<file path="src/rtl/graydec_sync_pkg.sv">
// Shared Gray-code helpers and step classification for the Gray count receiver.
// Functions work on a fixed 32-bit word; callers zero-extend narrower codes.
package graydec_sync_pkg;

    localparam int MAX_W = 32;

    typedef logic [MAX_W-1:0] word_t;

    typedef enum logic [2:0] {
        KIND_FILL    = 3'd0,
        KIND_PRIME   = 3'd1,
        KIND_HOLD    = 3'd2,
        KIND_STEP    = 3'd3,
        KIND_ILLEGAL = 3'd4
    } step_kind_e;

    function automatic word_t bin2gray(input word_t b);
        return b ^ (b >> 1);
    endfunction

    function automatic word_t gray2bin(input word_t g);
        word_t b;
        b = '0;
        b[MAX_W-1] = g[MAX_W-1];
        for (int i = MAX_W - 2; i >= 0; i--) begin
            b[i] = b[i+1] ^ g[i];
        end
        return b;
    endfunction

    function automatic logic [5:0] popcount(input word_t v);
        logic [5:0] cnt;
        cnt = '0;
        for (int i = 0; i < MAX_W; i++) begin
            cnt = cnt + 6'(v[i]);
        end
        return cnt;
    endfunction

endpackage

</file>
<file path="src/rtl/graydec_sync_sync_chain.sv">
// Multi-flop synchronizer with async clear, plus a fill marker that rises once
// every stage holds a real sample taken after reset release.
module sync_chain #(
    parameter int WIDTH       = 4,
    parameter int SYNC_STAGES = 2
) (
    input  logic             clock,
    input  logic             reset_n,
    input  logic [WIDTH-1:0] d,
    output logic [WIDTH-1:0] q,
    output logic             filled
);

    logic [WIDTH-1:0]       stage [SYNC_STAGES];
    logic [SYNC_STAGES-1:0] fill;

    always_ff @(posedge clock or negedge reset_n) begin
        if (!reset_n) begin
            for (int i = 0; i < SYNC_STAGES; i++) begin
                stage[i] <= '0;
            end
            fill <= '0;
        end else begin
            stage[0] <= d;
            for (int i = 1; i < SYNC_STAGES; i++) begin
                stage[i] <= stage[i-1];
            end
            fill <= {fill[SYNC_STAGES-2:0], 1'b1};
        end
    end

    assign q      = stage[SYNC_STAGES-1];
    assign filled = fill[SYNC_STAGES-1];

endmodule

</file>
<file path="src/rtl/graydec_sync.sv">
// Gray count receiver: synchronizes an async Gray word, decodes it to binary and
// reports direction, wrap and illegal multi-bit steps as one-cycle pulses.
module graydec_sync
    import graydec_sync_pkg::*;
#(
    parameter int WIDTH       = 4,
    parameter int SYNC_STAGES = 2
) (
    input  logic             clock,
    input  logic             reset_n,
    input  logic [WIDTH-1:0] Ngray,
    output logic [WIDTH-1:0] Nbin,
    output logic             changed,
    output logic             dir,
    output logic             wrap,
    output logic             step_err,
    output logic             err_sticky
);

    localparam word_t MASK = word_t'((64'd1 << WIDTH) - 64'd1);

    logic [WIDTH-1:0] g_s;
    logic             filled;
    logic [WIDTH-1:0] g_prev;
    logic             primed;

    word_t      g_ext;
    word_t      prev_ext;
    word_t      nbin_ext;
    word_t      dec_ext;
    logic [5:0] flips;
    logic       is_up;
    logic       is_wrap;
    step_kind_e kind;

    sync_chain #(
        .WIDTH      (WIDTH),
        .SYNC_STAGES(SYNC_STAGES)
    ) u_sync (
        .clock  (clock),
        .reset_n(reset_n),
        .d      (Ngray),
        .q      (g_s),
        .filled (filled)
    );

    always_comb begin
        g_ext    = '0;
        prev_ext = '0;
        nbin_ext = '0;
        g_ext[WIDTH-1:0]    = g_s;
        prev_ext[WIDTH-1:0] = g_prev;
        nbin_ext[WIDTH-1:0] = Nbin;
    end

    assign dec_ext = gray2bin(g_ext);
    assign flips   = popcount(g_ext ^ prev_ext);
    assign is_up   = (dec_ext == ((nbin_ext + word_t'(1)) & MASK));
    assign is_wrap = ((nbin_ext == MASK) && (dec_ext == '0)) ||
                     ((nbin_ext == '0) && (dec_ext == MASK));

    // Priming waits for the chain to fill so the first compare never sees the
    // cleared flops as a previous value.
    always_comb begin
        kind = KIND_FILL;
        if (!filled) begin
            kind = KIND_FILL;
        end else if (!primed) begin
            kind = KIND_PRIME;
        end else if (flips == 6'd0) begin
            kind = KIND_HOLD;
        end else if (flips == 6'd1) begin
            kind = KIND_STEP;
        end else begin
            kind = KIND_ILLEGAL;
        end
    end

    always_ff @(posedge clock or negedge reset_n) begin
        if (!reset_n) begin
            g_prev     <= '0;
            primed     <= 1'b0;
            Nbin       <= '0;
            changed    <= 1'b0;
            dir        <= 1'b0;
            wrap       <= 1'b0;
            step_err   <= 1'b0;
            err_sticky <= 1'b0;
        end else begin
            changed  <= 1'b0;
            wrap     <= 1'b0;
            step_err <= 1'b0;
            case (kind)
                KIND_PRIME: begin
                    primed  <= 1'b1;
                    g_prev  <= g_s;
                    Nbin    <= dec_ext[WIDTH-1:0];
                    changed <= 1'b1;
                    dir     <= 1'b0;
                end
                KIND_STEP: begin
                    g_prev  <= g_s;
                    Nbin    <= dec_ext[WIDTH-1:0];
                    changed <= 1'b1;
                    dir     <= is_up;
                    wrap    <= is_wrap;
                end
                KIND_ILLEGAL: begin
                    g_prev     <= g_s;
                    Nbin       <= dec_ext[WIDTH-1:0];
                    changed    <= 1'b1;
                    step_err   <= 1'b1;
                    err_sticky <= 1'b1;
                end
                default: begin
                end
            endcase
        end
    end

endmodule
</file>
<file path="config.mk">
export PLATFORM = sky130hd
export DESIGN_NAME = graydec_sync
export DESIGN_NICKNAME = d
export VERILOG_FILES = /design/src/rtl/graydec_sync_pkg.sv /design/src/rtl/graydec_sync_sync_chain.sv /design/src/rtl/graydec_sync.sv
export SDC_FILE = /design/constraint.sdc
export NUM_CORES = 1
export LEC_CHECK = 0
export CAP_MARGIN = 20
export CORE_MARGIN = 2
export CORE_UTILIZATION = 40
export CTS_CLUSTER_DIAMETER = 200
export DETAILED_ROUTE_END_ITERATION = 16
export GPL_TIMING_DRIVEN = 0
export PLACE_DENSITY = 0.61
export SLEW_MARGIN = 20
export SYNTH_ARGS = -nofsm -noshare
export SYNTH_HDL_FRONTEND = slang
export SYNTH_SLANG_ARGS = --single-unit
export TNS_END_PERCENT = 1
</file>
<file path="constraint.sdc">
create_clock -name clock -period 3.34 [get_ports clock]
set_input_delay 0.668 -clock clock [delete_from_list [all_inputs] [get_ports clock]]
set_output_delay 0.668 -clock clock [all_outputs]
set_load 0.005 [all_outputs]
</file>
==> results of run 1 <==
## layout make-up
class                      count  area, µm²  share of cell area, %
timing repair buffer          14        135                   11.0
tap                           30       37.5                   3.05
inverter                      11       41.3                   3.35
clock buffer                   4       26.3                   2.13
multi-input combinational     49        398                   32.3
sequential                    23        576                   46.7
buffer                         2       18.8                   1.52
## state kept, by name, indices dropped and copies added, names as in the netlist, 2 cells and up
name          cells
Nbin              4
u_sync.q          4
u_sync.fill       2
g_prev            3
u_sync.stage      4
## power by group through the flow
stage	Combinational, mW	Clock, mW	Sequential (mW)
2_1_floorplan	0.436	0	0.400
3_5_place_dp	0.598	0	0.410
5_1_grt	0.680	0.148	0.413
6_report	0.595	0.129	0.401
4_1_cts	0.606	0.137	0.404
3_3_place_gp	0.593	0	0.405
## metal layers
metal	global-route usage [%]	part of all wire, %	wire length, µm
met1	15.9	45	706
met2	21.0	48	761
met5	0	0	0
met4	10.0	3.2	51
met3	3.28	3.6	57
## worst paths after layout
| check | slack, ps | to | from | depth (start not counted) |
|---|---|---|---|---|
| min in group clock | 360 | u_sync.q[1]$_DFF_PN0_ | u_sync.stage[5]$_DFF_PN0_ | 0 |
| worst max-delay path | 720 | Nbin[2]$_DFFE_PN0P_ | u_sync.q[1]$_DFF_PN0_ | 7 |
| max in group asynchronous | 2700 | g_prev[2]$_DFFE_PN0P_ | reset_n | 1 |
| worst min-delay path | 300 | Nbin[2]$_DFFE_PN0P_ | reset_n | 1 |
| worst min register to register | 360 | u_sync.q[1]$_DFF_PN0_ | u_sync.stage[5]$_DFF_PN0_ | 0 |
| worst max register to register | 720 | Nbin[2]$_DFFE_PN0P_ | u_sync.q[1]$_DFF_PN0_ | 7 |
## kinds of logic (layout without fill, tap and decap cells)
group,Yosys count,in the layout,share of synthesized area [%]
xor gates and xnor gates,9,9,7.63
adders and majority gates,9,9,11.6
muxes,2,2,2.18
DFF,23,23,55.7
buffers and inverters,13,31,5.81
other,1,1,0.363
and+or+nand+nor,18,18,8.60
AOI/OAI and AO/OA,10,10,8.11
## synth_stat cells
cell,count
and4_1,1
o21ai_0,2
ha_1,8
buf_6,1
nand3_1,1
buf_4,1
inv_2,2
dfrtp_1,23
xor2_1,5
a21oi_1,3
fa_1,1
conb_1,1
nor3_1,2
nand2_1,5
o41ai_2,1
o21ai_1,3
mux2_1,2
nand4_1,1
o41ai_4,1
xnor2_1,4
or2_1,1
nand4b_1,1
and3_1,1
inv_1,9
nor2_1,5
## through the flow
step	std cells	worst slack (ps)	hold slack (ps)
6_report	133	721	302
5_1_grt	133	580	324
4_1_cts	133	709	364
3_5_place_dp	129	723	335
3_3_place_gp	129	725	332
2_1_floorplan	85	904	331
==> flow_summary.yaml, run 1 <==
outcome:
  status: "finished, final reports clean"
critical_path:
  cp_slowest_cell: "fa_1"
  critPathRequiredTime_ps: 3550
  crit_type: "flop to flop"
  worstPathMaxFanout: 4
  crit_top_cell: "ha_1"
  critPathBufInv: 1
  endpoint_kind: "flop"
  critical-path-top-delay-family: "adder cells"
  crit_chain: "xnor2_1 > fa_1 > inv_1 > ha_1 > ha_1 > o41ai_4 > mux2_1"
  cp-start-kind: "flop"
  cpPeakStageDelay_ps: 510
  crit_arrival_ps: 2830
power:
  p_sw_share_pct: 39.2
  p_int_mw: 0.684
  finalPower_mw: 1.12
  cellLeakagePower_nw: 0.577
  p_per_area_nw_per_um2: 912
  vdd_drop_max_mv: 0.422
  power_frac_seq_pct: 35.7
  pwr-share-clk_pct: 11.4
  combPwrFrac_pct: 52.9
  power_switching_mw: 0.440
timing:
  fin_tns_setup_ps: 0
  slew_violations: 0
  hold_viol_final: 0
  timing.final.crit_share_pct: 78.4
  rsz0062_at_grt: "no"
  fin_skew_ps: 3.55
  layout_min_cycle_time_ps: 2620
  finalSetupViolCount: 0
  max_freq_mhz: 382
clock_network:
  cts-root-buf: "clkbuf_4"
  worstSkewPairLatency_ps: 310
  cts_inserted_buffers: 3
  cts_buffer_depth: 2
  cts_hold_buf: 0
  cts_tree: "yes"
  cts_resized: 0
  htree_levels: 1
  post-cts-setup-buffers: 0
  path_clk_slew_ps: 120
  cts_sinks: 23
logic_synthesis:
  synth.ff_latch_count: 23
  yosysSeqAreaShare_pct: 55.7
  synth_area_leaders: "dfrtp_1, ha_1, xor2_1"
  synth_nets: 100
  synth_area_um2: 1030
  yosysTopAreaCell: "dfrtp_1"
  syn_area_per_cell_um2: 12.2
  synth.top_cell.area_share_pct: 55.7
  yosys_warnings: 0
  postSynthCellCount: 85
  ys_types: 25
placed_design:
  dp.final_hpwl_um: 1140
  place_area_um2: 1210
  port_buffers: 14
  gp_routability_congestion: 0.736
detailed_routing:
  remaining_drc_errors: 0
  drtIter0Drc: 1
  ant_nets: 0
  wl_um: 1580
  via_per_inst: 4.72
  dr.pass1.iters: 3
  num_vias: 628
  post_drt_wl_per_cell_um: 11.8
grt:
  grt_overflow: 0
  track_usage_pct: 13.5
  grt_pass1_wl_um: 2690
  antenna_found_initial: 0
  grt_max_degree: 24
  grt_pass1_vias: 608
finish:
  final_common_cell: "dfrtp_1"
  final_cell_area_um2: 1230
  fin_util_pct: 50.2
  nFillCells: 245
  final_cell_mix: "dfrtp_1, clkdlybuf4s50_1, inv_1"
  area_delta_synth_final_pct: 19.2
  fin_nets: 119
  antenna_cells: 0
  drive_above_1_share_pct: 9.71
floorplan:
  ioPinCount: 15
  rows: 18
  initial_core_util_pct: 42.1
  die_h_um: 54.8
  die_x_um: 54.8
  core_um2: 2450
  die-area_um2: 3010
run:
  maxCapViolations: 0
min_path:
  hp-class: "input pin to async pin"
Power figures use the tool's default switching activity.
==> inputs of run 2 (changes only) <==
- PLACE_DENSITY: 0.61 -> 0.63
- clock period: 3.34 -> 2.1 ns (I/O delays scaled with it)
==> run 2 against run 1 <==
Against the previous run: critical path depth increased by 1; sequential power increased by 60%; hold slack got worse by 250 ps; critical path type unchanged; the run now ends with setup timing left.
==> flow_summary.yaml, run 2 (synthesized netlist as in run 1, its figures left out) <==
timing:
  layout_min_cycle_time_ps: 2380
  fin_skew_ps: 10.3
  rsz0062_at_grt: "yes"
  setup_ws_ps: -279
  max_freq_mhz: 420
  slew_violations: 0
  finalSetupViolCount: 9
  fin_tns_setup_ps: -1760
  hold_viol_final: 0
  timing.final.crit_share_pct: 113
grt:
  grt_pass1_vias: 668
  antenna_found_initial: 0
  grt_pass1_wl_um: 2860
  grt_max_degree: 24
  grt_overflow: 0
  track_usage_pct: 13.6
outcome:
  status: "complete, but fails checks"
  violations: "setup timing"
detailed_routing:
  post_drt_wl_per_cell_um: 11.1
  num_vias: 645
  dr.pass1.iters: 4
  drtIter0Drc: 9
  remaining_drc_errors: 0
  via_per_inst: 4.67
  ant_nets: 0
  wl_um: 1530
clock_network:
  htree_levels: 1
  cts_tree: "yes"
  cts_hold_buf: 0
  cts_sinks: 23
  cts_inserted_buffers: 3
  worstSkewPairLatency_ps: 300
  path_clk_slew_ps: 130
  cts_buffer_depth: 2
  cts-root-buf: "clkbuf_4"
placed_design:
  place_area_um2: 1240
  dp.final_hpwl_um: 1180
  gp_routability_congestion: 0.754
  port_buffers: 14
  post-place-cells: 129
  post-place-ws_ps: -335
finish:
  fin_nets: 124
  multi_input_area_um2: 455
  area_delta_synth_final_pct: 28.7
  nFillCells: 217
  fin_util_pct: 54.2
  final_common_cell: "dfrtp_1"
  fin_cells: 138
  final_cell_mix: "dfrtp_1, clkdlybuf4s50_1, inv_1"
  antenna_cells: 0
  seq_area_um2: 577
  final_cell_area_um2: 1330
  drive_above_1_share_pct: 24.1
critical_path:
  crit_arrival_ps: 2570
  cp-start-kind: "flop"
  endpoint_kind: "flop"
  worstReg2RegEnd: "Nbin[2]$_DFFE_PN0P_"
  reg2reg_from: "g_prev[0]$_DFFE_PN0P_"
  reg2reg_setup_slack_ps: -280
  critPathRequiredTime_ps: 2290
  crit_type: "flop to flop"
  worstRegToRegCells: 8
  worstPathMaxFanout: 4
floorplan:
  ioPinCount: 15
  die_h_um: 54.8
  initial_core_util_pct: 42.1
  die_x_um: 54.8
  die-area_um2: 3010
  rows: 18
  core_um2: 2450
power:
  cellLeakagePower_nw: 0.627
  p_per_area_nw_per_um2: 1590
  vdd_drop_max_mv: 0.928
run:
  maxCapViolations: 0
min_path:
  hp-class: "input pin to async pin"
==> run 2: changes by cell type in the layout (fill, tap and decap cells not counted), moves of 2 or more <==
cell	delta
ha_1	-2
xnor2_1	-3
ha_4	+2
xnor2_2	+3
mux2_4	+2
buf_4	+5
mux2_1	-2
==> run 2: worst max path at each step <==
stage                                      from               endpoint  cells past startpoint
after floorplan           u_sync.q[1]$_DFF_PN0_    Nbin[2]$_DFFE_PN0P_                      7
after global placement      Nbin[3]$_DFFE_PN0P_  g_prev[1]$_DFFE_PN0P_                      7
after detailed placement    Nbin[3]$_DFFE_PN0P_  g_prev[1]$_DFFE_PN0P_                      7
after CTS                 u_sync.q[0]$_DFF_PN0_    Nbin[2]$_DFFE_PN0P_                      8
after global routing      g_prev[0]$_DFFE_PN0P_    Nbin[2]$_DFFE_PN0P_                      8
final                     g_prev[0]$_DFFE_PN0P_    Nbin[2]$_DFFE_PN0P_                      8
==> run 2: through the flow <==
stage	total power [mW]	hold slack [ps]
2_1_floorplan	1.47	124
3_3_place_gp	1.74	333
3_5_place_dp	1.75	336
4_1_cts	2.11	365
5_1_grt	2.32	89.0
6_report	2.11	55.2
==> run 2: power by group <==
group / internal [mW] / switching, mW / total [mW] / leakage (nW)
clock: 0.0709 / 0.124 / 0.194 / 0.0177
sequential: 0.551 / 0.0906 / 0.642 / 0.269
combinational: 0.706 / 0.572 / 1.28 / 0.340
==> run 2: area by class of cell <==
type | instances | share of cell area, %
Buffer | 2 | 1.41
Clock buffer | 3 | 1.69
Clock inverter | 1 | 0.376
Inverter | 11 | 3.10
Multi-Input combinational cell | 49 | 34.2
Sequential cell | 23 | 43.4
Tap cell | 30 | 2.82
Timing Repair Buffer | 19 | 13.0
==> run 2: layer usage <==
metal / share of wire, % / wire length [µm] / global-route usage, % / vias to the layer above
li1: - / - / - / 319
met1: 45 / 686 / 17.7 / 313
met2: 50 / 768 / 22.4 / 11
met3: 4.1 / 63 / 2.46 / 2
met4: 0.91 / 14 / 5.00 / 0
met5: 0 / 0 / 0 / -
==> run 2: repair_timing <==
item | 4_1_cts | 5_1_grt
setup endpoints to repair | 11 | 11
setup buffers | 5 | 0
pin swaps | 4 | 4
cloned | 0 | 0
resized for setup | 5 | 2
==> run 2: worst max-delay path, cell delays in order (launching register included) <==
cell,delay (ps)
dfrtp_1,430
xnor2_2,160
fa_1,550
inv_2,50
ha_4,150
ha_4,160
o41ai_4,270
buf_4,200
mux2_4,290
==> inputs of run 3 (changes only) <==
- REMOVE_ABC_BUFFERS: not set -> 1
==> run 3 against run 2 <==
Against the previous run: the run still ends with setup timing left; non-clock buffer count is the same; utilization shrank 0.56 points; worst setup slack gained 14 ps; clock-buffer cell count grew 1; clock power grew 5%; sequential cell count is the same; hold slack lost 5.2 ps.
==> flow_summary.yaml, run 3 (synthesized netlist as in run 1, its figures left out) <==
placed_design:
  dp.final_hpwl_um: 1110
  port_buffers: 14
  place_area_um2: 1190
  gp_routability_congestion: 0.803
  post-place-cells: 127
  post-place-ws_ps: -805
timing:
  max_freq_mhz: 423
  rsz0062_at_grt: "yes"
  layout_min_cycle_time_ps: 2360
  timing.final.crit_share_pct: 113
  hold_viol_final: 0
  finalSetupViolCount: 9
  slew_violations: 0
  setup_ws_ps: -265
  fin_skew_ps: 5.87
power:
  pwr-share-clk_pct: 9.7
  combPwrFrac_pct: 60.1
  p_sw_share_pct: 37.3
  p_int_mw: 1.32
  power_switching_mw: 0.783
  cellLeakagePower_nw: 0.618
  p_per_area_nw_per_um2: 1600
  vdd_drop_max_mv: 0.820
  power_frac_seq_pct: 30.2
  finalPower_mw: 2.10
critical_path:
  endpoint_kind: "flop"
  cpPeakStageDelay_ps: 550
  worstPathMaxFanout: 5
  crit_type: "flop to flop"
  crit_arrival_ps: 2580
  crit_chain: "xnor2_2 > fa_1 > inv_2 > ha_4 > ha_4 > o41ai_4 > buf_4 > mux2_4"
  cp-start-kind: "flop"
  critPathRequiredTime_ps: 2310
  crit_top_cell: "ha_4"
  cp_slowest_cell: "fa_1"
  reg2reg_setup_slack_ps: -260
grt:
  grtUsageMet1_pct: 15.7
  grt_pass1_wl_um: 2620
  grt_overflow: 0
  grt.busiest_layer: "met2"
  grt_pass1_vias: 599
  grt_max_degree: 24
  grt_use_met3_pct: 3.28
  track_usage_pct: 12.6
  grtUsageMet2_pct: 21.2
  antenna_found_initial: 0
clock_network:
  cts_hold_buf: 0
  cts_tree: "yes"
  cts_buffer_depth: 2
  htree_levels: 1
  cts_sinks: 23
  cts_inserted_buffers: 3
  path_clk_slew_ps: 120
  worstSkewPairLatency_ps: 310
  cts-root-buf: "clkbuf_4"
floorplan:
  rows: 18
  initial_core_util_pct: 42.1
  core_um2: 2450
  die_h_um: 54.8
  ioPinCount: 15
  die-area_um2: 3010
  die_x_um: 54.8
min_path:
  hp-class: "input pin to async pin"
run:
  maxCapViolations: 0
outcome:
  violations: "setup timing"
  status: "complete, but fails checks"
finish:
  final_cell_mix: "dfrtp_1, clkdlybuf4s50_1, inv_1"
  fin_cells: 138
  final_common_cell: "dfrtp_1"
  fin_nets: 124
  final_cell_area_um2: 1320
  nFillCells: 218
  fin_util_pct: 53.6
  area_delta_synth_final_pct: 27.4
  antenna_cells: 0
  drive_above_1_share_pct: 21.3
detailed_routing:
  via_per_inst: 4.79
  post_drt_wl_per_cell_um: 11.3
  num_vias: 661
  wl_um: 1570
  drtIter0Drc: 2
  dr.pass1.iters: 4
  ant_nets: 0
  remaining_drc_errors: 0
==> run 3: cell types whose count changed in the layout (fill, tap and decap cells not counted), sizes merged <==
cell and change:
clkinv -1, clkbuf +1
==> run 3: final timing paths <==
path                                      startpoint                   endpoint  depth (start not counted)
setup / recovery               g_prev[0]$_DFFE_PN0P_      g_prev[1]$_DFFE_PN0P_                          8
hold reg to reg            u_sync.stage[4]$_DFF_PN0_      u_sync.q[0]$_DFF_PN0_                          0
max in group asynchronous                    reset_n  u_sync.stage[4]$_DFF_PN0_                          1
hold / removal                               reset_n             wrap$_DFF_PN0_                          1
setup reg to reg               g_prev[0]$_DFFE_PN0P_      g_prev[1]$_DFFE_PN0P_                          8
min in group clock         u_sync.stage[4]$_DFF_PN0_      u_sync.q[0]$_DFF_PN0_                          0
==> run 3: power groups by stage <==
stage | logic [mW] | registers, mW | clock network (mW)
after floorplan | 0.638 | 0.638 | 0
after global routing | 1.39 | 0.649 | 0.232
after global placement | 0.878 | 0.641 | 0
final | 1.26 | 0.635 | 0.203
after detailed placement | 0.905 | 0.644 | 0
after CTS | 1.27 | 0.634 | 0.212
==> run 3: what timing repair did <==
item / 4_1_cts / 5_1_grt
endpoints found under the setup margin: 11 / 11
pin swaps: 4 / 0
gates resized for setup: 9 / 0
buffers inserted: 7 / 0
==> run 3: layout make-up <==
| type | instances | area (µm²) | share of cell area, % |
|---|---|---|---|
| Sequential cell | 23 | 576 | 43.7 |
| Multi-Input combinational cell | 49 | 448 | 34.0 |
| Timing Repair Buffer | 21 | 188 | 14.3 |
| Inverter | 11 | 41.3 | 3.14 |
| Tap cell | 30 | 37.5 | 2.85 |
| Clock buffer | 4 | 26.3 | 2.00 |
==> run 3: per-layer routing <==
layer | vias up | share of wire (%)
li1 | 326 | -
met1 | 323 | 43
met2 | 10 | 53
met3 | 2 | 3.3
met4 | 0 | 1.5
met5 | - | 0
==> run 3: critical path, delay by kind of cell, from the launching register on <==
kind	cells	cell delay (ps)
AOI/OAI and AO/OA	1	260
xor gates and xnor gates	1	150
adders and majority gates	3	870
DFF	1	430
buffers and inverters	2	250
muxes	1	300
==> run 3: per-stage QoR <==
step | setup TNS (ps) | hold WS, ps
2_1_floorplan | -3170 | 124
3_3_place_gp | -5120 | 331
3_5_place_dp | -5750 | 335
4_1_cts | -1590 | 363
5_1_grt | -2760 | 76.0
6_report | -1650 | 49.9
